### src/rtl/uart_rx.sv
// 8N1 UART receiver: 2-flop synchronized input, mid-bit sampling timed from the
// detected start edge, registered data/valid/busy/framing-error outputs.
module uart_rx #(
  parameter int unsigned CLK_FREQ_HZ = 100000000,
  parameter int unsigned BAUD_RATE   = 115200
) (
  input  logic       clk,
  input  logic       rst_n,
  input  logic       rx,
  output logic [7:0] rx_data,
  output logic       rx_valid,
  output logic       rx_busy,
  output logic       frame_err
);

  localparam int unsigned CLKS_PER_BIT = CLK_FREQ_HZ / BAUD_RATE;
  localparam int unsigned CNT_W        = 16;
  localparam int unsigned DATA_W       = 8;
  localparam logic [CNT_W-1:0] CNT_BIT_END  = CNT_W'(CLKS_PER_BIT - 1);
  localparam logic [CNT_W-1:0] CNT_HALF_END = CNT_W'(CLKS_PER_BIT / 2 - 1);

  typedef enum logic [2:0] {
    IDLE,
    START_BIT,
    DATA_BITS,
    STOP_BIT,
    CLEANUP
  } state_e;

  logic              sync1_q, sync2_q;
  logic              rx_s;
  state_e            state_q, state_d;
  logic [CNT_W-1:0]  cnt_q, cnt_d;
  logic [2:0]        bit_idx_q, bit_idx_d;
  logic [DATA_W-1:0] shift_q, shift_d;
  logic [DATA_W-1:0] rx_data_q, rx_data_d;
  logic              rx_valid_q, rx_valid_d;
  logic              rx_busy_q, rx_busy_d;
  logic              frame_err_q, frame_err_d;

  assign rx_s = sync2_q;

  // Metastability guard; resets to the idle-high line level.
  always_ff @(posedge clk or negedge rst_n) begin
    if (!rst_n) begin
      sync1_q <= 1'b1;
      sync2_q <= 1'b1;
    end else begin
      sync1_q <= rx;
      sync2_q <= sync1_q;
    end
  end

  always_ff @(posedge clk or negedge rst_n) begin
    if (!rst_n) begin
      state_q     <= IDLE;
      cnt_q       <= '0;
      bit_idx_q   <= '0;
      shift_q     <= '0;
      rx_data_q   <= '0;
      rx_valid_q  <= 1'b0;
      rx_busy_q   <= 1'b0;
      frame_err_q <= 1'b0;
    end else begin
      state_q     <= state_d;
      cnt_q       <= cnt_d;
      bit_idx_q   <= bit_idx_d;
      shift_q     <= shift_d;
      rx_data_q   <= rx_data_d;
      rx_valid_q  <= rx_valid_d;
      rx_busy_q   <= rx_busy_d;
      frame_err_q <= frame_err_d;
    end
  end

  always_comb begin
    state_d     = state_q;
    cnt_d       = cnt_q;
    bit_idx_d   = bit_idx_q;
    shift_d     = shift_q;
    rx_data_d   = rx_data_q;
    rx_valid_d  = 1'b0;
    frame_err_d = 1'b0;

    unique case (state_q)
      IDLE: begin
        cnt_d     = '0;
        bit_idx_d = '0;
        if (!rx_s) state_d = START_BIT;
      end
      // Half a bit in: a line back high here was only a glitch.
      START_BIT: begin
        if (cnt_q == CNT_HALF_END) begin
          cnt_d   = '0;
          state_d = rx_s ? IDLE : DATA_BITS;
        end else begin
          cnt_d = cnt_q + CNT_W'(1);
        end
      end
      DATA_BITS: begin
        if (cnt_q == CNT_BIT_END) begin
          cnt_d              = '0;
          shift_d[bit_idx_q] = rx_s;
          if (bit_idx_q == 3'd7) begin
            bit_idx_d = '0;
            state_d   = STOP_BIT;
          end else begin
            bit_idx_d = bit_idx_q + 3'd1;
          end
        end else begin
          cnt_d = cnt_q + CNT_W'(1);
        end
      end
      STOP_BIT: begin
        if (cnt_q == CNT_BIT_END) begin
          cnt_d   = '0;
          state_d = CLEANUP;
          if (rx_s) begin
            rx_data_d  = shift_q;
            rx_valid_d = 1'b1;
          end else begin
            frame_err_d = 1'b1;
          end
        end else begin
          cnt_d = cnt_q + CNT_W'(1);
        end
      end
      // Wait out a held-low line so a break yields a single error.
      CLEANUP: begin
        cnt_d = '0;
        if (rx_s) state_d = IDLE;
      end
      default: state_d = IDLE;
    endcase

    rx_busy_d = (state_d != IDLE);
  end

  assign rx_data   = rx_data_q;
  assign rx_valid  = rx_valid_q;
  assign rx_busy   = rx_busy_q;
  assign frame_err = frame_err_q;

endmodule

### config.mk
export PLATFORM = sky130hd
export DESIGN_NAME = uart_rx
export DESIGN_NICKNAME = d
export VERILOG_FILES = /design/src/rtl/uart_rx.sv
export SDC_FILE = /design/constraint.sdc
export NUM_CORES = 1
export LEC_CHECK = 0
export BUFFER_PORTS_ARGS = -buffer_cell sky130_fd_sc_hd__buf_2
export CAP_MARGIN = 10
export CORE_MARGIN = 10
export CORE_UTILIZATION = 40
export CTS_CLUSTER_DIAMETER = 120
export CTS_CLUSTER_SIZE = 25
export DETAILED_ROUTE_END_ITERATION = 10
export GPL_ROUTABILITY_DRIVEN = 0
export GPL_TIMING_DRIVEN = 0
export PLACE_DENSITY = 0.58
export SYNTH_ARGS = -nofsm -noshare
export SYNTH_HDL_FRONTEND = slang
export SYNTH_SLANG_ARGS = --single-unit
### constraint.sdc
create_clock -name clk -period 3 [get_ports clk]
set_input_delay 0.6 -clock clk [delete_from_list [all_inputs] [get_ports clk]]
set_output_delay 0.6 -clock clk [all_outputs]
set_load 0.03 [all_outputs]
Yosys cells after proc, flatten, opt, wreduce, memory -nomap -nowiden
Cells that the tools add are included.

operators by class
  add/subtract/negate cells = 2
  order comparisons = 2
  equality and inequality tests = 8
  mux-type cells = 23
  reduce and logical (&&, ||, !) cells = 10

operators by type and width
  operator                                                     count
  case mux 16 bit (3 select lines)                             1
  two-way mux 16 bit                                           2
  two-way mux 3 bit                                            8
  adder 16 x 1 -> 16 bit (second input constant)               1
  equality test 16 x 10 -> 1 bit (second input constant)       1
  equality test 16 x 9 -> 1 bit (second input constant)        1
  case mux 3 bit (5 select lines)                              1
  bitwise mux 8 bit                                            1
  two-way mux 1 bit                                            7
  equality test 3 x 2 -> 1 bit (second input constant)         2
  equality test 3 bit (second input constant)                  2
  case mux 3 bit (2 select lines)                              1
  nonzero test 3 bit                                           2
  less-than comparator 3 x 4 -> 1 bit (second input constant)  1
  AND reduction 2 bit                                          2
  OR reduction 2 bit                                           2
  adder 3 x 1 -> 3 bit (second input constant)                 1
  demux 1 bit (select 3 bit)                                   1
  equality test 3 x 1 -> 1 bit (second input constant)         1
  >= comparator 3 x 1 -> 1 bit (second input constant)         1
  logical NOT 3 bit                                            1
  AND reduction 3 bit                                          1
  two-way mux 2 bit                                            1
  != test 2 bit (second input constant)                        1
  2 further kinds                                              2

storage, ports and cells
  flip-flop bits (word level) = 43
  input port bits = 3
  output and inout bits = 11
  word-level logic and storage cells = 55

Logic depth before layout (Yosys ltp)
Gate-level depths: netlist (run 1).

  depth after elaboration = 5
  depth in mapped cells = 7
  mapped depth without buffers = 7

Least setup slack after synthesis (run 1)
No wires, ideal clock.

  kind = register to register
  start point = reg cnt_q[0]
  end point = reg rx_data_q[0], in the netlist rx_data[0]
  library setup time = 125 ps
  data arrival time = 1866 ps
  data required time = 2875 ps
  path slack = 1009 ps
  stages on the path, launching flop included = 7
  path buffers = 1
  period minus slack after synthesis = 1991 ps
  cells stage by stage = dfrtp_1 -> ha_1 -> and4b_1 -> nand4_2 -> or4_1 -> buf_6 -> mux2_4

on the way
  longest elaborated chain between the ends = 2

RTL lines
  element                         RTL line  RTL
  start: declaration              33        logic [CNT_W-1:0] cnt_q, cnt_d;
  start signal: assignment        66        cnt_q <= cnt_d;
  equality test 16 x 10 -> 1 bit  115       if (cnt_q == CNT_BIT_END) begin
  AND reduction 3 bit (no line)   --
  end signal: assignment          69        rx_data_q <= rx_data_d;
  end: declaration                36        logic [DATA_W-1:0] rx_data_q, rx_data_d;

Every way passes these cells.
A chain may end at the register's enable or synchronous reset.

Worst setup path after layout (run 1)
  start point = reg cnt_q[0]
  end point = reg cnt_q[0]

on the way
  longest elaborated chain between the ends = 3
  elaborated cells between the ends (all ways) = 6
  classes of those cells = add/sub: 1; eq/ne: 2; mux: 3

RTL lines
  element                                         RTL line      RTL
  adder 16 x 1 -> 16 bit (tied with other cells)  97, 111, 125
  two-way mux 16 bit (on tied branches)           101, 115, 93
  case mux 16 bit (3 select lines) *              85            unique case (state_q)

Mark *: on every way between the ends. The rest lies on a longest branch, timed or not.

==> flow_metrics.env, run 1 <==
export IMPL_cts_root_buf="clkbuf_8"
export IMPL_yosysUniqueCellTypes=45
export IMPL_finalSetupTns_ps=0
export IMPL_routed_top_layer="met4"
export IMPL_area_growth_pct=12.3
export IMPL_worstPathCellList="ha_1 > and4b_1 > and4_1 > nor3_1 > o21ai_0 > o21ai_0"
export IMPL_path_buf_inv=0
export IMPL_insertion_delay_ps=300
export IMPL_async_reset_ff_frac=1.00
export IMPL_run_status="finished, final reports clean"
export IMPL_synth_fp_nets=216
export IMPL_r2r_setup_slack_ps=710
export IMPL_wl_met3_um=220
export IMPL_power_leakage_nw=1.18
export IMPL_hp_class="register to register"
export IMPL_drc=0
export IMPL_fin_ws_ps=705
export IMPL_antenna_found_initial=0
export IMPL_globalRouteOverflowTotal=0
export IMPL_seqPwrFrac=0.545
export IMPL_post_cts_resized=0
export IMPL_start_util=0.421
export IMPL_vias_per_cell=5.32
export IMPL_avgSynthCellArea_sq_um=10.6
export IMPL_ff2ff_path_depth=6
export IMPL_cts_buffer_depth=2
export IMPL_slowest_delay_ps=630
export IMPL_power_frac_comb=0.015
export IMPL_postCtsSetupRepairBufs=0
export IMPL_fin_nets=236
export IMPL_dr_wl_met2_um=2110
export IMPL_ant_nets=0
export IMPL_met1_length_um=2120
export IMPL_clockPowerShare=0.440
export IMPL_synth_top_area_share=0.465
export IMPL_die_area_sq_um=8880
export IMPL_cp_depth=6
export IMPL_cts_tree="built"
export IMPL_grt_pass1_vias=1619
export IMPL_seq_area_frac_synth=0.489
export IMPL_placed_cell_area_sq_um=2360
export IMPL_ys_ff_latch=43
export IMPL_grt_usage=0.109
export IMPL_hold_path_depth=0
export IMPL_p_sw_frac=0.202
export IMPL_power_total_mw=1.07
export IMPL_grt_pass1_wl_um=7750
export IMPL_synth_top_area_cell="dfrtp_1"
export IMPL_cts_sinks=43
export IMPL_layout_commonest_cell="dfrtp_1"
export IMPL_path_class="register to register"
export IMPL_portBuffers=13
export IMPL_cpMaxStageDelayCell="nor3_1"
export IMPL_start_kind="register"
export IMPL_routed_wl_um=4510
export IMPL_worstPathMaxFanout=6
export IMPL_synth_cells=209
export IMPL_fp_dieW_um=94.3
export IMPL_p_per_area_nw_per_um2=431
export IMPL_cts_buffers=5
export IMPL_core_area_sq_um=5240
export IMPL_final_cell_mix="41 x dfrtp_1, 22 x nor2_1, 14 x nand2_1, 13 x buf_2, 12 x o21ai_0"
export IMPL_ioPinCount=14
export IMPL_critPathTopFamily="simple AND/OR/NAND/NOR gates"
export IMPL_wl_per_cell_um=15.0
export IMPL_worstMarginPinSlew_ps=948
export IMPL_timing_critical_path_arrival_ps=2510
export IMPL_path_common_cell="o21ai_0"
export IMPL_synth_edf_count=0
export IMPL_cp_data_required_time_ps=3220
export IMPL_p_sw_uw=215
export IMPL_max_slew_margin_rel=0.368
export IMPL_layout_drive_gt1_share=0.191
export IMPL_vdd_ir_drop_worst_uv=204
export IMPL_setup_viol=0
export IMPL_p_int_uw=852
export IMPL_htree_levels=2
export IMPL_grt_max_degree=44
export IMPL_drt_iter0_markers=97
export IMPL_drt_first_pass_iters=4
export IMPL_clock_skew_ps=9.08
export IMPL_cts_hold_fix_buffers=0
export IMPL_final_area_sq_um=2480
export IMPL_dieHeight_um=94.3
export IMPL_rsz0062_at_grt="no"
export IMPL_synth_area_sq_um=2210
export IMPL_synthTopCellsByArea="dfrtp_1 47%, mux2_4 5.4%, nor2_1 3.7%"
export IMPL_hold_violations=0
export IMPL_fp_row_count=26
export IMPL_diodes=0
export IMPL_fin_crit_ps=2290
export IMPL_period_share=0.765
export IMPL_drv_cap=0
export IMPL_dr_total_vias=1596
export IMPL_pre_cts_slack_ps=716
export IMPL_slew_violations=0
export IMPL_fmax_mhz=436
export IMPL_clkTransAtPathRegs_ps=80
export IMPL_yosysWarnings=0
export IMPL_endpoint_kind="register"
export IMPL_hpwl_um=3100
export IMPL_synthFlopType="dfrtp_1"
## cell usage after synthesis (all sizes together), types with 2 or more instances
master  number
clkbuf       8
and3b        2
a211oi       2
o31ai        3
or4          3
o22ai        4
o21a         3
inv          5
nand2       14
nor4         5
and4         2
a22oi        2
nor2        22
dfrtp       41
mux2        15
nand3       10
a21oi        4
o21ai       13
and4b        4
xnor2        3
buf          2
nor3         7
xor2         5
o211ai       3
dfstp        2
nand2b       2
nand4        6
nor2b        2
ha           4
## state kept, by name (all words and copies together) (netlist names)
| name | cells |
|---|---|
| rx_busy | 1 |
| sync1_q | 1 |
| shift_q | 8 |
| rx_data | 8 |
| rx_valid | 1 |
| state_q | 3 |
| cnt_q | 16 |
| bit_idx_q | 3 |
| rx_s | 1 |
| frame_err | 1 |
## stage by stage
stage	util	instances	hold slack, ps
6_report	0.473	300	359
3_3_place_gp	0.450	292	345
4_1_cts	0.473	300	360
3_5_place_dp	0.450	292	349
2_1_floorplan	-	209	304
5_1_grt	0.473	300	366
## routing by layer
layer  vias to the layer above  track usage
li1                        802            -
met1                       766        0.136
met2                        23        0.173
met3                         5       0.0312
met4                         0       0.0443
met5                         -            0
## cells by family after synthesis
kind of cell    Yosys count  share of synthesized area
simple gates             84                      0.221
flops                    43                      0.489
compound gates           39                      0.112
mux                      16                     0.0947
buf+inv                  15                     0.0289
xor+xnor                  8                     0.0318
fa+ha+maj                 4                     0.0227
## power by group through the flow
stage	registers (mW)	logic [mW]	clock network, mW
2_1_floorplan	0.593	0.00259	0
3_3_place_gp	0.593	0.0174	0
3_5_place_dp	0.593	0.0176	0
4_1_cts	0.582	0.0177	0.481
5_1_grt	0.582	0.0193	0.505
6_report	0.582	0.0162	0.470
## path summary, 6_finish.rpt
| path | startpoint | endpoint |
|---|---|---|
| hold reg to reg | sync1_q | rx_s |
| setup / recovery | cnt_q[0] | cnt_q[0] |
| setup reg to reg | cnt_q[0] | cnt_q[0] |
| min in group asynchronous | rst_n | rx_data[1] |
| max in group asynchronous | rst_n | shift_q[7] |
| hold / removal | sync1_q | rx_s |
## layout make-up
type	count	area [sq um]
well taps	70	87.6
flip-flops and latches	43	1080
fillers	503	2760
plain buffers	10	45.0
inverters	5	18.8
clock buffers	6	82.6
multi-input cells	151	1060
clock inverters	2	35.0
repair buffers	13	65.1
(Power assumes the default switching activity.)
==> run 2, diff against run 1 <==
ABC_AREA = 1   (was unset)
PLACE_DENSITY = 0.6   (was 0.58)
clock period = 1.89 ns   (was 3 ns; I/O delays follow)
==> run 2 against run 1 <==
  * Sequential cell count is the same
  * Combinational power grew 48%
  * Die area grew 7.0%
  * Clock power grew 25%
  * Synthesized area grew 9.0%
  * Via count grew 23%
  * Critical path depth grew 2
  * Clock-buffer cell count shrank 1
  * Non-clock buffer count shrank 7
  * Maximum frequency grew 35%
==> flow_metrics.env, run 2 <==
export IMPL_r2r_setup_slack_ps=190
export IMPL_synth_simple_area_share=0.395
export IMPL_cts_sinks=43
export IMPL_critPathTopFamily="simple AND/OR/NAND/NOR gates"
export IMPL_worstPathCellList="ha_1 > nand3_1 > nor2_2 > xor2_1 > nand3_1 > nand2_1 > nand2_1 > nand2_1"
export IMPL_power_leakage_nw=1.39
export IMPL_cpMaxStageDelayCell="dfrtp_1"
export IMPL_worstMarginPinSlew_ps=933
export IMPL_path_class="register to register"
export IMPL_ys_ff_latch=43
export IMPL_area_sequential_sq_um=1080
export IMPL_final_cell_mix="97 x nand2_1, 41 x dfrtp_1, 39 x nor2_1, 38 x nand3_1, 28 x inv_1"
export IMPL_ff2ff_path_depth=8
export IMPL_start_util=0.408
export IMPL_insertion_delay_ps=300
export IMPL_multiInputGateArea_sq_um=1160
export IMPL_hp_class="input pin to register"
export IMPL_fin_crit_ps=1700
export IMPL_cts_buffers=5
export IMPL_setup_viol=0
export IMPL_grt_pass1_vias=1952
export IMPL_wl_per_cell_um=12.1
export IMPL_area_growth_pct=10.3
export IMPL_dr_total_vias=1969
export IMPL_grt_usage=0.113
export IMPL_endpoint_kind="register"
export IMPL_cts_tree="built"
export IMPL_synth_cells=320
export IMPL_worstPathMaxFanout=5
export IMPL_reg2reg_to="cnt_q[6]"
export IMPL_hold_violations=0
export IMPL_max_slew_margin_rel=0.378
export IMPL_fin_cells=416
export IMPL_fp_dieW_um=97.5
export IMPL_ioPinCount=14
export IMPL_clock_skew_ps=2.73
export IMPL_rsz0062_at_grt="no"
export IMPL_largest_register="cnt_q"
export IMPL_clkTransAtPathRegs_ps=80
export IMPL_ant_nets=0
export IMPL_async_reset_ff_frac=1.00
export IMPL_crit_reg2reg_launch="cnt_q[1]"
export IMPL_die_area_sq_um=9510
export IMPL_synth_top_family_by_area="simple AND/OR/NAND/NOR gates"
export IMPL_synth_edf_count=0
export IMPL_drt_iter0_markers=120
export IMPL_synthFlopType="dfrtp_1"
export IMPL_cp_data_required_time_ps=2130
export IMPL_fin_nets=347
export IMPL_grt_pass1_wl_um=9110
export IMPL_drc=0
export IMPL_core_area_sq_um=5890
export IMPL_placed_cells=408
export IMPL_fp_row_count=28
export IMPL_routed_wl_um=5020
export IMPL_synth_fa_ha_area_frac=0.0208
export IMPL_globalRouteOverflowTotal=0
export IMPL_layout_commonest_cell="nand2_1"
export IMPL_diodes=0
export IMPL_synth_area_sq_um=2400
export IMPL_postCtsSetupRepairBufs=0
export IMPL_grt_max_degree=44
export IMPL_htree_levels=2
export IMPL_p_per_area_nw_per_um2=580
export IMPL_synth_xor_area_share=0.0219
export IMPL_start_kind="register"
export IMPL_timing_critical_path_arrival_ps=1950
export IMPL_vdd_ir_drop_worst_uv=257
export IMPL_cts_hold_fix_buffers=0
export IMPL_drv_cap=0
export IMPL_synth_top_area_share=0.427
export IMPL_yosysUniqueCellTypes=31
export IMPL_drt_first_pass_iters=4
export IMPL_dieHeight_um=97.5
export IMPL_synth_mux_area_frac=0
export IMPL_worstHoldStart="rx"
export IMPL_fmax_mhz=587
export IMPL_slew_violations=0
export IMPL_run_status="finished, final reports clean"
export IMPL_yosysMostFrequentCell="nand2_1"
export IMPL_slowest_delay_ps=420
export IMPL_synth_fp_nets=327
export IMPL_num_fill_cells=612
export IMPL_synth_compound_area_frac=0.0469
export IMPL_largest_reg_flops=16
export IMPL_finalSetupTns_ps=0
export IMPL_hpwl_um=3750
export IMPL_whs_endpoint="sync1_q"
export IMPL_yosysWarnings=0
export IMPL_seq_area_frac_synth=0.449
export IMPL_period_share=0.901
export IMPL_path_buf_inv=0
export IMPL_portBuffers=13
export IMPL_holdWs_ps=167
export IMPL_path_common_cell="nand2_1"
export IMPL_synth_common_cells="97 x nand2_1, 41 x dfrtp_1, 39 x nor2_1, 38 x nand3_1, 28 x inv_1"
export IMPL_avgSynthCellArea_sq_um=7.51
export IMPL_synthTopCellsByArea="dfrtp_1 43%, nand2_1 15%, nand3_1 7.9%"
export IMPL_post_cts_resized=0
export IMPL_vias_per_cell=4.73
export IMPL_cts_root_buf="clkbuf_8"
export IMPL_cts_buffer_depth=2
export IMPL_synth_top_area_cell="dfrtp_1"
export IMPL_layout_drive_gt1_share=0.158
export IMPL_hold_path_depth=1
export IMPL_antenna_found_initial=0
run 2: cell types whose count changed after synthesis, sizes merged, moves of 4 or more:
cell / change
nor3: -5
o21ai: +4
clkbuf: -8
inv: +32
nor4: -5
mux2: -15
and4b: -4
nand2: +85
nand3: +29
o22ai: -4
nor2: +30
run 2: power by group:
part           leakage, nW  internal (mW)  total (mW)  switching, mW
combinational        0.775        0.00200      0.0239         0.0219
clock               0.0402          0.257       0.589          0.332
sequential           0.574          0.923       0.925        0.00247
run 2: worst register-to-register path, stage by stage (launching register included):
cell and delay, ps:
dfrtp_1 420, ha_1 280, nand3_1 180, nor2_2 280
xor2_1 220, nand3_1 90, nand2_1 70, nand2_1 50
nand2_1 50
run 2: area by class of cell:
cell class              instances  area share
multi-input cells             236       0.439
flip-flops and latches         43       0.407
inverters                      38      0.0538
well taps                      75      0.0354
clock buffers                   5      0.0260
repair buffers                 13      0.0245
clock inverters                 3     0.00755
plain buffers                   3     0.00661
run 2: metal layers:
metal	GRT usage	routed length, um	vias to the layer above	share of wire
li1	-	-	1062	-
met1	0.148	2630	876	0.52
met2	0.171	2160	24	0.43
met3	0.0327	174	7	0.035
met4	0.0425	68	0	0.014
met5	0	0	-	0
run 2: cells by family (layout without fill, tap and decap cells):
family / Yosys count / count (layout)
AO/OA/AOI/OAI: 21 / 21
buffers and inverters: 41 / 62
adder cells (fa/ha/maj): 4 / 4
XOR/XNOR: 6 / 6
flip-flops: 43 / 43
AND/OR/NAND/NOR: 205 / 205
run 2: how the worst max path moves through the flow:
| stage | start | end | slack [ps] | cells after the start |
|---|---|---|---|---|
| 4_1_cts | cnt_q[1] | cnt_q[15] | 170 | 8 |
| 6_report | cnt_q[1] | cnt_q[6] | 190 | 8 |
| 3_3_place_gp | cnt_q[12] | cnt_q[13] | 210 | 8 |
| 2_1_floorplan | cnt_q[1] | cnt_q[6] | 490 | 8 |
| 5_1_grt | cnt_q[1] | cnt_q[12] | 60 | 7 |
| 3_5_place_dp | cnt_q[1] | cnt_q[15] | 210 | 8 |
run 2: metrics by stage:
stage,util,power [mW],setup WS [ps],area (sq um)
2_1_floorplan,-,0.947,495,2400
3_3_place_gp,0.435,0.970,206,2560
6_report,0.450,1.54,188,2650
4_1_cts,0.450,1.56,175,2650
3_5_place_dp,0.435,0.970,207,2560
5_1_grt,0.450,1.61,62.7,2650
